## src/rtl/cpu_pkg.sv

```systemverilog
// Shared CPU types and helpers for the load/store unit.
// Provides the memory op and LSU state enums, the latched request payload,
// and small pure functions for alignment checks and store lane formatting.
package cpu_pkg;

  localparam int unsigned DATA_W = 32;
  localparam int unsigned BE_W   = 4;

  typedef enum logic [3:0] {
    LB, LBU, LH, LHU, LW, LWL, LWR, SB, SH, SW
  } mem_op_t;

  typedef enum logic [1:0] {
    IDLE, REQ, DONE
  } lsu_state_t;

  // Request fields held for the whole transfer
  typedef struct packed {
    mem_op_t           op;
    logic [1:0]        off;
    logic [DATA_W-1:0] rt_old;
  } lsu_req_t;

  function automatic logic op_is_store(mem_op_t op);
    return (op == SB) || (op == SH) || (op == SW);
  endfunction

  // Halfwords need an even lane, full words need lane 0; LWL/LWR are never misaligned
  function automatic logic op_misaligned(mem_op_t op, logic [1:0] off);
    case (op)
      LH, LHU, SH: return off[0];
      LW, SW:      return off != 2'b00;
      default:     return 1'b0;
    endcase
  endfunction

  function automatic logic [BE_W-1:0] store_byteenable(mem_op_t op, logic [1:0] off);
    case (op)
      SB:      return 4'b0001 << off;
      SH:      return off[1] ? 4'b1100 : 4'b0011;
      default: return 4'b1111;
    endcase
  endfunction

  function automatic logic [DATA_W-1:0] store_writedata(mem_op_t op, logic [DATA_W-1:0] d);
    case (op)
      SB:      return {4{d[7:0]}};
      SH:      return {2{d[15:0]}};
      default: return d;
    endcase
  endfunction

endpackage

```

## src/rtl/lsu_mem_access_if.sv

```systemverilog
// Avalon-style data bus between the LSU (master) and data memory (slave).
// Ports: data_address/read/write/byteenable/writedata from master,
//        data_waitrequest/readdata from slave.
interface lsu_mem_access_if #(
  parameter int unsigned ADDR_W = 32
) ();

  logic [ADDR_W-1:0] data_address;
  logic              data_read;
  logic              data_write;
  logic [3:0]        data_byteenable;
  logic [31:0]       data_writedata;
  logic              data_waitrequest;
  logic [31:0]       data_readdata;

  modport master (
    output data_address, data_read, data_write, data_byteenable, data_writedata,
    input  data_waitrequest, data_readdata
  );

  modport slave (
    input  data_address, data_read, data_write, data_byteenable, data_writedata,
    output data_waitrequest, data_readdata
  );

endinterface

```

## src/rtl/load_align.sv

```systemverilog
// Combinational load formatter: turns the returned bus word into the
// register write-back value (extend, or merge with old rt for LWL/LWR).
// Ports: i_mem_op, i_byte_offset, i_readdata, i_rt_old in; o_load_result_c out.
module load_align
  import cpu_pkg::*;
(
  input  mem_op_t           i_mem_op,
  input  logic [1:0]        i_byte_offset,
  input  logic [DATA_W-1:0] i_readdata,
  input  logic [DATA_W-1:0] i_rt_old,
  output logic [DATA_W-1:0] o_load_result_c
);

  logic [4:0]        w_sh_k;
  logic [4:0]        w_sh_inv;
  logic [DATA_W-1:0] w_shr;
  logic [DATA_W-1:0] w_shl;

  // 8*k and 8*(3-k); for a 2-bit k, 3-k is just ~k
  assign w_sh_k   = {i_byte_offset, 3'b000};
  assign w_sh_inv = {~i_byte_offset, 3'b000};
  assign w_shr    = i_readdata >> w_sh_k;
  assign w_shl    = i_readdata << w_sh_inv;

  always_comb begin
    o_load_result_c = '0;
    case (i_mem_op)
      LB:  o_load_result_c = {{24{w_shr[7]}}, w_shr[7:0]};
      LBU: o_load_result_c = {24'd0, w_shr[7:0]};
      LH:  o_load_result_c = {{16{w_shr[15]}}, w_shr[15:0]};
      LHU: o_load_result_c = {16'd0, w_shr[15:0]};
      LW:  o_load_result_c = i_readdata;
      LWL: o_load_result_c = w_shl | (i_rt_old & ~(32'hFFFF_FFFF << w_sh_inv));
      LWR: o_load_result_c = w_shr | (i_rt_old & ~(32'hFFFF_FFFF >> w_sh_k));
      default: o_load_result_c = '0;
    endcase
  end

endmodule

```

## src/rtl/lsu_mem_access.sv

```systemverilog
// Load/store unit: runs one data-bus transaction per accepted start,
// formats store lanes, aligns load data, and flags misalignment/timeouts.
// Ports: clk, reset_n (sync active-low); start/mem_op/addr/byte_offset/
//        store_data/rt_old from execute; bus (master modport);
//        busy/done/load_result/error back to the pipeline.
module lsu_mem_access
  import cpu_pkg::*;
#(
  parameter int unsigned ADDR_W   = 32,
  parameter int unsigned MAX_WAIT = 255
) (
  input  logic              clk,
  input  logic              reset_n,
  input  logic              start,
  input  mem_op_t           mem_op,
  input  logic [ADDR_W-1:0] addr,
  input  logic [1:0]        byte_offset,
  input  logic [DATA_W-1:0] store_data,
  input  logic [DATA_W-1:0] rt_old,
  lsu_mem_access_if.master  bus,
  output logic              busy,
  output logic              done,
  output logic [DATA_W-1:0] load_result,
  output logic              error
);

  localparam int unsigned CNT_W = (MAX_WAIT == 0) ? 1 : $clog2(MAX_WAIT + 1);
  localparam logic [CNT_W-1:0] CNT_LAST = CNT_W'(MAX_WAIT - 1);
  localparam logic TIMEOUT_EN = (MAX_WAIT != 0);

  lsu_state_t        r_state, w_state_nxt;
  lsu_req_t          r_req, w_req_nxt;
  logic [CNT_W-1:0]  r_cnt, w_cnt_nxt;
  logic [ADDR_W-1:0] r_address, w_address_nxt;
  logic [BE_W-1:0]   r_be, w_be_nxt;
  logic [DATA_W-1:0] r_wdata, w_wdata_nxt;
  logic              r_read, w_read_nxt;
  logic              r_write, w_write_nxt;
  logic              r_busy, w_busy_nxt;
  logic              r_done, w_done_nxt;
  logic              r_error, w_error_nxt;
  logic [DATA_W-1:0] r_load_result, w_load_result_nxt;
  logic [DATA_W-1:0] w_align;
  logic              w_unused_addr_lo;

  // Address low bits are carried by byte_offset instead
  assign w_unused_addr_lo = ^addr[1:0];

  load_align u_load_align (
    .i_mem_op        (r_req.op),
    .i_byte_offset   (r_req.off),
    .i_readdata      (bus.data_readdata),
    .i_rt_old        (r_req.rt_old),
    .o_load_result_c (w_align)
  );

  // Next state and next registered outputs
  always_comb begin
    w_state_nxt       = r_state;
    w_req_nxt         = r_req;
    w_cnt_nxt         = r_cnt;
    w_address_nxt     = r_address;
    w_be_nxt          = r_be;
    w_wdata_nxt       = r_wdata;
    w_read_nxt        = 1'b0;
    w_write_nxt       = 1'b0;
    w_busy_nxt        = 1'b0;
    w_done_nxt        = 1'b0;
    w_error_nxt       = 1'b0;
    w_load_result_nxt = r_load_result;

    case (r_state)
      IDLE: begin
        if (start) begin
          w_req_nxt.op      = mem_op;
          w_req_nxt.off     = byte_offset;
          w_req_nxt.rt_old  = rt_old;
          w_cnt_nxt         = '0;
          w_address_nxt     = {addr[ADDR_W-1:2], 2'b00};
          w_be_nxt          = store_byteenable(mem_op, byte_offset);
          w_wdata_nxt       = store_writedata(mem_op, store_data);
          w_load_result_nxt = '0;
          if (op_misaligned(mem_op, byte_offset)) begin
            w_state_nxt = DONE;
            w_done_nxt  = 1'b1;
            w_error_nxt = 1'b1;
          end else begin
            w_state_nxt = REQ;
            w_busy_nxt  = 1'b1;
            w_read_nxt  = !op_is_store(mem_op);
            w_write_nxt = op_is_store(mem_op);
          end
        end
      end

      REQ: begin
        if (bus.data_waitrequest) begin
          // Timeout fires on the stall that would bring the count to MAX_WAIT
          if (TIMEOUT_EN && (r_cnt == CNT_LAST)) begin
            w_state_nxt       = DONE;
            w_done_nxt        = 1'b1;
            w_error_nxt       = 1'b1;
            w_load_result_nxt = '0;
          end else begin
            w_cnt_nxt   = r_cnt + CNT_W'(1);
            w_busy_nxt  = 1'b1;
            w_read_nxt  = r_read;
            w_write_nxt = r_write;
          end
        end else begin
          w_state_nxt       = DONE;
          w_done_nxt        = 1'b1;
          w_load_result_nxt = w_align;
        end
      end

      DONE:    w_state_nxt = IDLE;
      default: w_state_nxt = IDLE;
    endcase
  end

  // State and output registers
  always_ff @(posedge clk) begin
    if (!reset_n) begin
      r_state       <= IDLE;
      r_req         <= '0;
      r_cnt         <= '0;
      r_address     <= '0;
      r_be          <= '0;
      r_wdata       <= '0;
      r_read        <= 1'b0;
      r_write       <= 1'b0;
      r_busy        <= 1'b0;
      r_done        <= 1'b0;
      r_error       <= 1'b0;
      r_load_result <= '0;
    end else begin
      r_state       <= w_state_nxt;
      r_req         <= w_req_nxt;
      r_cnt         <= w_cnt_nxt;
      r_address     <= w_address_nxt;
      r_be          <= w_be_nxt;
      r_wdata       <= w_wdata_nxt;
      r_read        <= w_read_nxt;
      r_write       <= w_write_nxt;
      r_busy        <= w_busy_nxt;
      r_done        <= w_done_nxt;
      r_error       <= w_error_nxt;
      r_load_result <= w_load_result_nxt;
    end
  end

  assign bus.data_address    = r_address;
  assign bus.data_read       = r_read;
  assign bus.data_write      = r_write;
  assign bus.data_byteenable = r_be;
  assign bus.data_writedata  = r_wdata;
  assign busy                = r_busy;
  assign done                = r_done;
  assign error               = r_error;
  assign load_result         = r_load_result;

endmodule
```

## src/flat_wrapper.sv

```systemverilog
// flat-port wrapper written by rule: the top's interface ports become plain ports
module lsu_mem_access_flat import cpu_pkg::*;
#(
  parameter int unsigned ADDR_W   = 32,
  parameter int unsigned MAX_WAIT = 255
)
  (clk, reset_n, start, mem_op, addr, byte_offset, store_data, rt_old, busy, done, load_result, error, bus_data_address, bus_data_read, bus_data_write, bus_data_byteenable, bus_data_writedata, bus_data_waitrequest, bus_data_readdata);
  lsu_mem_access_if #(.ADDR_W(ADDR_W)) bus_i ();
  input  logic clk;
  input  logic reset_n;
  input  logic start;
  input  mem_op_t mem_op;
  input  logic [ADDR_W-1:0] addr;
  input  logic [1:0] byte_offset;
  input  logic [DATA_W-1:0] store_data;
  input  logic [DATA_W-1:0] rt_old;
  output logic busy;
  output logic done;
  output logic [DATA_W-1:0] load_result;
  output logic error;
  output wire logic [$bits(bus_i.data_address)-1:0] bus_data_address;
  output wire logic [$bits(bus_i.data_read)-1:0] bus_data_read;
  output wire logic [$bits(bus_i.data_write)-1:0] bus_data_write;
  output wire logic [$bits(bus_i.data_byteenable)-1:0] bus_data_byteenable;
  output wire logic [$bits(bus_i.data_writedata)-1:0] bus_data_writedata;
  input wire logic [$bits(bus_i.data_waitrequest)-1:0] bus_data_waitrequest;
  input wire logic [$bits(bus_i.data_readdata)-1:0] bus_data_readdata;
  assign bus_data_address = bus_i.data_address;
  assign bus_data_read = bus_i.data_read;
  assign bus_data_write = bus_i.data_write;
  assign bus_data_byteenable = bus_i.data_byteenable;
  assign bus_data_writedata = bus_i.data_writedata;
  assign bus_i.data_waitrequest = bus_data_waitrequest;
  assign bus_i.data_readdata = bus_data_readdata;
  lsu_mem_access #(.ADDR_W(ADDR_W), .MAX_WAIT(MAX_WAIT)) u_core (.clk(clk), .reset_n(reset_n), .start(start), .mem_op(mem_op), .addr(addr), .byte_offset(byte_offset), .store_data(store_data), .rt_old(rt_old), .bus(bus_i), .busy(busy), .done(done), .load_result(load_result), .error(error));
endmodule
```

## config.mk

```make
export PLATFORM = sky130hd
export DESIGN_NAME = lsu_mem_access_flat
export DESIGN_NICKNAME = d
export VERILOG_FILES = /design/src/rtl/cpu_pkg.sv /design/src/rtl/lsu_mem_access_if.sv /design/src/rtl/load_align.sv /design/src/rtl/lsu_mem_access.sv /design/src/flat_wrapper.sv
export SDC_FILE = /design/constraint.sdc
export NUM_CORES = 1
export LEC_CHECK = 0
export CAP_MARGIN = 25
export CORE_ASPECT_RATIO = 0.7
export CORE_MARGIN = 5
export CORE_UTILIZATION = 33
export CTS_CLUSTER_SIZE = 20
export DETAILED_ROUTE_END_ITERATION = 16
export PLACE_DENSITY_LB_ADDON = 0.3
export RECOVER_POWER = 50
export SLEW_MARGIN = 5
export SYNTH_ARGS = -nofsm -noshare
export SYNTH_HDL_FRONTEND = slang
export SYNTH_HIERARCHICAL = 1
export SYNTH_SLANG_ARGS = --single-unit
```

## constraint.sdc

```tcl
create_clock -name clk -period 2.55 [get_ports clk]
set_clock_uncertainty 0.1 [all_clocks]
set_input_delay 0.6375 -clock clk [delete_from_list [all_inputs] [get_ports clk]]
set_output_delay 0.6375 -clock clk [all_outputs]
set_load 0.01 [all_outputs]
```

==> flow_summary.ini <==
[die]
die_h_um = 133.1
io_pins = 243
die_w_um = 185.8
core_mm2 = 0.02151
rows = 45
die-area_mm2 = 0.02472
initial_utilization_pct = 33.19

[clock_network]
htreeDepth = 4
cts_resized = 0
clk_latency_ns = 0.43
cts_root_buf = clkbuf_16
ctsHoldBuffers = 0
tritoncts = done
clock_sinks = 151
clkTransAtPathRegs_ns = 0.06
post_cts_buffers = 0
clockBufferDepth = 2
cts-buffers-inserted = 17

[sta]
drv_slew = 0
finalCritPeriodShare_pct = 91.60
post-route-min-period_ns = 2.336
setup_ws_ns = 0.2143
rsz0062_at_grt = false
slew_headroom_pct = 48.95
tns_ns = 0
worstMarginPinSlew_ns = 0.7658
fmax_mhz = 428.1
finalSetupViolCount = 0
hold_viol = 0

[global_route]
grt_start_max_net_pins = 86
grt_pass1_wl_um = 39400
grt_usage_pct = 20.41
overflow = 0
grt_pass1_vias = 6904
antenna_found_initial = 3

[drt]
drt-vias-per-instance = 5.239
detail_route.first_pass.iterations = 8
first_iter_violations = 661
drc = 0
vias = 7251
wl_per_cell_um = 18.78
routed_wl_um = 26000
drtAntennaViolNets = 0

[placed_design]
place_congestion = 0.9250
io_buffers = 238
dp.cells = 1350
dp_hpwl_um = 19330
dp_slack_ns = 0.001892

[setup_path]
cp.required_ns = 2.77
setup.worst_path.class = input port to flop
crit_family = buffers and inverters
cp-start-kind = input port
crit_chain = dlygate4sd3_1, mux2i_1, mux2i_1, nand3_1, buf_4, o2111ai_1, a22o_1
cpMaxStageDelayCell = dlygate4sd3_1
endpoint_kind = flop
critPathArrivalTime_ns = 2.55
cp_common_cell = mux2i_1
crit_buf_inv = 2
slowest_delay_ns = 0.62
cp_max_fo = 8

[finish]
final_layout_size_suffix_gt1_share_pct = 9.000
synthToLayoutAreaGrowth_pct = 48.24
fin_cells = 1384
nNetsFinal = 1227
nFillCells = 2088

[yosys]
yosysUniqueCellTypes = 64
yosysMostFrequentCell = nand2_1
yosys_warnings = 6
synth_top_area_share_pct = 42.35
synth_edf_count = 0
syn_avg_cell_area_um2 = 8.398
synth.top_cells.by_area = dfxtp_1, nand2_1, a21oi_1
synthArstFlopShare_pct = 0
yosysSeqAreaShare_pct = 42.35
dominantRegCellSynth = dfxtp_1
yosys.area.top_type = dfxtp_1
synthTopCellsByCount = nand2_1, dfxtp_1, a21oi_1
synth-seq-cells = 151
netlist_area_mm2 = 0.007138
netlist_instances = 850

[power_and_ir_drop]
cellLeakagePower_nw = 4.051
ir_drop_mv = 0.4562
p_per_area_mw_per_mm2 = 655.0

[worst_hold_path]
min_path_type = flop to flop

[flow_run]
drv_cap = 0

[status]
status = complete, no violations
[path summary, 6_finish.rpt]
path	start	endpoint	slack, ns	depth (start not counted)
setup / recovery	bus_data_readdata[7]	u_core/load_result[10]	0.21	7
hold / removal	u_core/bus.data_writedata[18]	u_core/bus.data_writedata[18]	0.35	2
setup reg to reg	u_core/r_req[37]	u_core/load_result[10]	0.30	5
hold reg to reg	u_core/bus.data_writedata[18]	u_core/bus.data_writedata[18]	0.35	2
[layout by cell type (no fill, tap or decap), types with 3 or more instances in the layout]
cell | synthesis | final
a211o_1 | 3 | 3
a21oi_1 | 112 | 111
a222oi_1 | 16 | 16
a22o_1 | 32 | 32
a22oi_1 | 16 | 16
a31oi_1 | 9 | 9
buf_12 | 0 | 6
buf_4 | 8 | 37
bufinv_16 | 0 | 5
clkbuf_1 | 18 | 4
clkbuf_16 | 0 | 17
clkbuf_8 | 0 | 4
clkdlybuf4s50_1 | 0 | 216
dfxtp_1 | 151 | 150
dlygate4sd3_1 | 0 | 22
inv_1 | 18 | 18
mux2_2 | 8 | 8
mux2i_1 | 43 | 43
nand2_1 | 224 | 224
nand3_1 | 12 | 12
nor2_1 | 9 | 10
nor4bb_1 | 3 | 3
o2111ai_1 | 7 | 7
o211ai_1 | 9 | 11
o21ai_0 | 35 | 36
o21ai_1 | 12 | 11
o2bb2ai_1 | 7 | 7
or3_1 | 6 | 6
[logic make-up (layout without fill, tap and decap cells)]
family                     count (synthesis)  count (layout)  share of synthesized area, %
muxes                                     52              52                         7.502
xor gates and xnor gates                   2               2                        0.2454
buffers and inverters                     85             334                         6.240
and+or+nand+nor                          283             283                         18.14
adders and majority gates                  2               2                        0.3505
AOI/OAI and AO/OA                        274             274                         25.12
DFF                                      151             151                         42.35
other                                      1               4                       0.05254
[state kept, by name (all words and copies together) (netlist names)]
signal,cells
u_core/busy,1
u_core/bus.data_address,30
u_core/r_req,38
u_core/bus.data_writedata,32
u_core/bus.data_read,1
u_core/load_result,32
u_core/bus.data_byteenable,4
u_core/bus.data_write,1
u_core/done,1
u_core/error,1
u_core/r_cnt,8
u_core/r_state,2
[worst min-delay path: stages, from the launching register on]
cell and delay, ns:
dfxtp_1 0.30, nand2_1 0.05, o21ai_1 0.05
[power by group]
| part | switching (mW) | internal (mW) |
|---|---|---|
| registers | 0.120 | 2.53 |
| logic | 0.741 | 0.701 |
| clock network | 0.997 | 1.84 |
| total | 1.86 | 5.07 |
[layer usage]
metal	vias to the layer above	track usage [%]	wire length, µm
li1	3516	-	-
met1	3385	28.60	11840
met2	309	27.93	10620
met3	37	9.563	3080
met4	4	5.704	438
met5	-	0	19
[through the flow]
step                power (mW)  hold slack (ns)  util (%)  instance area (µm²)
finish                   6.931           0.3479     49.20                10580
global route             7.224           0.3635     49.19                10580
CTS                      6.991           0.3492     49.24                10590
detailed placement       4.140           0.3395     46.18                 9932
global placement         4.128           0.3372     46.18                 9932
floorplan                3.375           0.3359         -                 7142
[layout make-up]
type	count	area (µm²)	area share (%)
Multi-Input combinational cell	615	3677	34.75
Sequential cell	151	3024	28.58
Timing Repair Buffer	282	2788	26.35
Clock buffer	25	495.5	4.683
Tap cell	282	352.8	3.335
Clock inverter	7	163.9	1.549
Inverter	20	75.07	0.7095
Antenna cell	2	5.005	0.04730
No activity file was read; power rests on OpenSTA's default activity.
==> RTL edit 1, RTL diff (same flow settings) <==
Re-encode `lsu_state_t` (3 states) as one-hot, 3 bits wide.
--- a/src/rtl/cpu_pkg.sv
+++ b/src/rtl/cpu_pkg.sv
@@ -10,8 +10,8 @@
     LB, LBU, LH, LHU, LW, LWL, LWR, SB, SH, SW
   } mem_op_t;
 
-  typedef enum logic [1:0] {
-    IDLE, REQ, DONE
+  typedef enum logic [2:0] {
+    IDLE = 3'b001, REQ = 3'b010, DONE = 3'b100
   } lsu_state_t;
 
   // Request fields held for the whole transfer
Behaviour: same outputs for any inputs over 4 cycles, from zero or initial values and one cycle with reset_n low; so few cycles prove little.
==> RTL edit 1 against the original RTL <==
  * Total power is 7.7% lower
  * Cell area is 2.5% higher
  * Sequential power hardly changed
  * Sequential cell count is 1 higher
  * Utilization is 1.1 points lower
  * First-iteration DRC count is 19% higher
  * Sequential share of layout area is 0.50 points lower
  * Wire length is 3.0% higher
  * Worst setup slack worse by 0.071 ns
  * Area after synthesis is 5.7% higher
  * Die area is 5.3% higher
  * Synthesized cell count is 9.2% higher
  * Critical path type unchanged
==> RTL edit 1: results (changes against the original RTL) <==
Route
  – WL/cell: 18.1 µm (was 18.8 µm)
  – Drt pass-1 iters: 7 (was 8)
  – Initial DRC count: 788 (was 661)
  – DR vias/cell: 5.18 (was 5.24)

Global routing
  – All-Layer GR Usage: 0.201 (was 0.204)
  – First-pass GRT wire length: 40900 µm (was 39400 µm)
  – Largest net degree at the start of global routing: 96 (was 86)
  – Met2 capacity usage during global routing: 0.283 (was 0.279)
  – Initial antenna violation count: 4 (was 3)
  – Met1 global-route usage: 0.274 (was 0.286)
  – Met3 usage: 0.100 (was 0.0956)
  – Number of global-route vias before repair: 7261 (was 6904)

Critical path
  – R2r startpoint: u_core/r_req[35] (was u_core/r_req[37])
  – Arrival @ worst endpoint: 2.62 ns (was 2.55 ns)
  – Crit path launch: bus_data_readdata[23] (was bus_data_readdata[7])
  – Crit path max fanout: 9 (was 8)

Cells and area
  – Final Net Count: 1291 (was 1227)
  – Number of fill cells: 2264 (was 2088)
  – Fraction of layout cells with a size suffix above 1: 0.0816 (was 0.0900)
  – Final Non-Filler Cells: 1477 (was 1384)

Clocking
  – Post-CTS setup buffer count: 0 (unchanged)
  – Clk buf depth: 2 (unchanged)
  – CTS clk-pin slew, worst paths: 0.06 ns (about the same)
  – CTS Buf Count: 17 (unchanged)
  – Resized cells post-CTS: 0 (unchanged)
  – H-tree depth: 4 (unchanged)

Placed design
  – Final GP Congestion: 0.878 (was 0.925)
  – Placed instance area: 10300 µm² (was 9930 µm²)
  – Dpl hpwl: 19500 µm (was 19300 µm)
  – Placed insts: 1444 (was 1350)

Min path
  – Min-Delay Startpoint: u_core/bus.data_address[26] (was u_core/bus.data_writedata[18])
  – Hold Crit Class: reg2reg (unchanged)

Synthesis
  – Top cells by area, synth: dfxtp_1, nand2_1, a21boi_0 (was dfxtp_1, nand2_1, a21oi_1)
  – Cells after Synth: 928 (was 850)
  – Sequential share of the synthesized area: 0.403 (was 0.423)
  – Commonest register cell after synthesis: dfxtp_1 (unchanged)
  – Synth unique cells: 65 (was 64)
  – Commonest cells post-synth: nand2_1, dfxtp_1, a21boi_0 (was nand2_1, dfxtp_1, a21oi_1)
  – Async SR Flop Fraction: 0 (unchanged)

Run
  – Max Cap Viol: 0 (unchanged)

Run status
  – Outcome: finished, final reports clean (unchanged)

Timing
  – Rel. slew slack: 0.457 (was 0.489)

Power and ir drop
  – Leak pwr: 3.97 nW (was 4.05 nW)
  – Worst VDD drop: 0.000403 V (was 0.000456 V)
RTL edit 1: cell count changes after synthesis, moves of 11 or more:
cell | unedited run | this run
o21ai_1 | 12 | 1
a21oi_1 | 112 | 25
a21boi_0 | 0 | 106
clkbuf_1 | 18 | 41
nand2_1 | 224 | 264
a31oi_1 | 9 | 20
buf_2 | 32 | 19
o21ai_0 | 35 | 76
a22o_1 | 32 | 0
RTL edit 1: logic make-up (layout without fill, tap and decap cells):
family	Yosys count	count (layout)	synth area share
xor gates and xnor gates	4	4	0.00464
other	1	3	0.000497
adders and majority gates	2	2	0.00332
and+or+nand+nor	328	328	0.191
muxes	43	43	0.0584
buffers and inverters	90	325	0.0589
DFF	152	152	0.403
AOI/OAI and AO/OA	308	308	0.280
RTL edit 1: area by class of cell:
class	instances	area share
Antenna cell	1	0.000231
Clock buffer	17	0.0392
Clock inverter	15	0.0111
Inverter	14	0.00485
Multi-Input combinational cell	687	0.375
Sequential cell	152	0.281
Tap cell	312	0.0360
Timing Repair Buffer	279	0.253
RTL edit 1: through the flow:
step,total power [mW],setup slack [ns],TNS (ns),util
3_5_place_dp,4.09,-0.132,-0.856,0.459
5_1_grt,6.71,0.101,0,0.481
4_1_cts,6.48,0.331,0,0.483
2_1_floorplan,3.35,0.541,0,-
6_report,6.40,0.144,0,0.481
3_3_place_gp,4.08,-0.108,-0.576,0.459
RTL edit 1: power breakdown:
group / leakage, nW / switching [mW] / internal, mW / total (mW)
sequential: 1.24 / 0.115 / 2.53 / 2.64
clock: 0.266 / 1.12 / 1.26 / 2.38
combinational: 2.46 / 0.709 / 0.662 / 1.37
RTL edit 1: per-layer routing:
metal	part of all wire	vias to the layer above	routed length (µm)
met2	0.41	365	10900
met3	0.14	24	3670
met4	0.011	6	282
met1	0.45	3535	11900
met5	0.00082	-	22
li1	-	3724	-
RTL edit 1: worst paths after layout:
check | endpoint | slack, ns | depth (start not counted)
setup / recovery | u_core/load_result[18] | 0.14 | 9
hold reg to reg | u_core/bus.data_address[26] | 0.36 | 2
setup reg to reg | u_core/load_result[13] | 0.29 | 6
hold / removal | u_core/bus.data_address[26] | 0.36 | 2
RTL edit 1: critical path, cell delays in order:
cell,delay (ns)
clkdlybuf4s50_1,0.45
clkbuf_1,0.16
nor3b_1,0.15
a211o_1,0.27
o211ai_1,0.16
clkbuf_1,0.42
nand3_1,0.19
nand2_1,0.10
a21boi_0,0.07
==> RTL edit 2, RTL diff (same settings) <==
Without the edit above. `ADDR_W` is set to 32 in 3 places; all go to 28.
--- a/src/rtl/lsu_mem_access_if.sv
+++ b/src/rtl/lsu_mem_access_if.sv
@@ -2,7 +2,7 @@
 // Ports: data_address/read/write/byteenable/writedata from master,
 //        data_waitrequest/readdata from slave.
 interface lsu_mem_access_if #(
-  parameter int unsigned ADDR_W = 32
+  parameter int unsigned ADDR_W = 28
 ) ();
 
   logic [ADDR_W-1:0] data_address;
--- a/src/rtl/lsu_mem_access.sv
+++ b/src/rtl/lsu_mem_access.sv
@@ -6,7 +6,7 @@
 module lsu_mem_access
   import cpu_pkg::*;
 #(
-  parameter int unsigned ADDR_W   = 32,
+  parameter int unsigned ADDR_W   = 28,
   parameter int unsigned MAX_WAIT = 255
 ) (
   input  logic              clk,
--- a/src/flat_wrapper.sv
+++ b/src/flat_wrapper.sv
@@ -1,7 +1,7 @@
 // flat-port wrapper written by rule: the top's interface ports become plain ports
 module lsu_mem_access_flat import cpu_pkg::*;
 #(
-  parameter int unsigned ADDR_W   = 32,
+  parameter int unsigned ADDR_W   = 28,
   parameter int unsigned MAX_WAIT = 255
 )
   (clk, reset_n, start, mem_op, addr, byte_offset, store_data, rt_old, busy, done, load_result, error, bus_data_address, bus_data_read, bus_data_write, bus_data_byteenable, bus_data_writedata, bus_data_waitrequest, bus_data_readdata);
Ports: changed (resized addr and bus_data_address); port bits go from 243 to 235. The function was not compared with the original's and may differ.
==> RTL edit 2 against the original RTL <==
  * Worst setup slack worse by 0.015 ns
  * Maximum frequency is 0.62% lower
  * Synthesized cell count is 2.0% lower
  * Hold slack worse by 0.0029 ns
  * Total power is 8.1% lower
  * Wire length is 4.7% lower
  * Area after synthesis is 2.3% lower
  * Clock power is 15% lower
  * Sequential cell count is 4 lower
  * Cell area is 3.9% lower
==> RTL edit 2: results (changes against the original RTL) <==
Synthesis
  – Synth unique cells: 63 (was 64)
  – Compound-Gate Fraction of Synth Area: 0.252 (was 0.251)
  – Synth Area in XOR/XNOR: 0.00251 (was 0.00245)
  – Cells after Synth: 833 (was 850)
  – Post-synthesis mux area share: 0.0762 (was 0.0750)
  – Commonest cells post-synth: nand2_1, dfxtp_1, a21oi_1 (unchanged)

Cells and area
  – Final Net Count: 1190 (was 1227)
  – Number of diodes: 0 (was 2)
  – Layout area overhead: 45.7% (was 48.2%)
  – Fraction of layout cells with a size suffix above 1: 0.0872 (was 0.0900)

Power and ir drop
  – Switching Fraction: 0.300 (was 0.268)
  – Leak pwr: 3.90 nW (was 4.05 nW)
  – Worst VDD drop: 0.000357 V (was 0.000456 V)

Global routing
  – Number of global-route vias before repair: 6638 (was 6904)
  – Largest net degree at the start of global routing: 42 (was 86)
  – First-pass GRT wire length: 37600 µm (was 39400 µm)
  – All-Layer GR Usage: 0.196 (was 0.204)

Critical path
  – Crit path max fanout: 12 (was 8)
  – Arrival @ worst endpoint: 2.60 ns (was 2.55 ns)
  – CP max stage delay: 0.64 ns (was 0.62 ns)

Route
  – Drt pass-1 iters: 6 (was 8)
  – Vias: 7028 (was 7251)
  – WL/cell: 18.4 µm (was 18.8 µm)

Run status
  – Outcome: finished, final reports clean (unchanged)

Placed design
  – Dpl hpwl: 18400 µm (was 19300 µm)
==> RTL edit 2: metal layers <==
layer / routed length (µm) / vias up / GRT usage
li1: - / 3427 / -
met3: 3140 / 25 / 0.104
met5: 47 / - / 0
met2: 10000 / 301 / 0.272
met1: 11300 / 3269 / 0.268
met4: 235 / 6 / 0.0456
==> RTL edit 2: worst register-to-register path, stage by stage (launching register included) <==
cell and delay, ns:
dfxtp_1 0.45, nor4b_4 0.99, a31o_2 0.35, a222oi_1 0.11, inv_1 0.15, a22o_1 0.13
==> RTL edit 2: cell type report <==
class,instances,share of cell area
Multi-Input combinational cell,603,0.354
Sequential cell,147,0.290
Timing Repair Buffer,265,0.259
Clock buffer,19,0.0446
Tap cell,276,0.0340
Clock inverter,13,0.0114
Inverter,20,0.00739
==> RTL edit 2: path summary, 6_finish.rpt <==
path / depth (start not counted) / slack [ns] / to / from
worst max-delay path: 6 / 0.20 / u_core/bus.data_writedata[31] / mem_op[2]
worst min-delay path: 2 / 0.35 / u_core/bus.data_writedata[18] / u_core/bus.data_writedata[18]
worst max register to register: 5 / 0.23 / u_core/load_result[4] / u_core/r_req[35]
worst min register to register: 2 / 0.35 / u_core/bus.data_writedata[18] / u_core/bus.data_writedata[18]
==> RTL edit 2: logic make-up (layout without fill, tap and decap cells) <==
logic type                 count (synthesis)  count (layout)
and+or+nand+nor                          275             275
buffers and inverters                     84             317
other                                      1               2
xor gates and xnor gates                   2               2
muxes                                     52              52
DFF                                      147             147
AOI/OAI and AO/OA                        270             270
adders and majority gates                  2               2
==> RTL edit 2: stage by stage <==
step	setup WS, ns	hold WS, ns
2_1_floorplan	0.649	0.336
3_3_place_gp	0.0949	0.336
3_5_place_dp	0.0417	0.340
4_1_cts	0.288	0.349
5_1_grt	0.0827	0.354
6_report	0.200	0.345
==> RTL edit 2: power groups by stage <==
| stage | Combinational (mW) | Clock (mW) | Sequential, mW |
|---|---|---|---|
| 6_report | 1.37 | 2.41 | 2.59 |
| 5_1_grt | 1.48 | 2.56 | 2.61 |
| 2_1_floorplan | 0.644 | 0 | 2.64 |
| 4_1_cts | 1.40 | 2.46 | 2.58 |
| 3_3_place_gp | 1.38 | 0 | 2.63 |
| 3_5_place_dp | 1.39 | 0 | 2.63 |
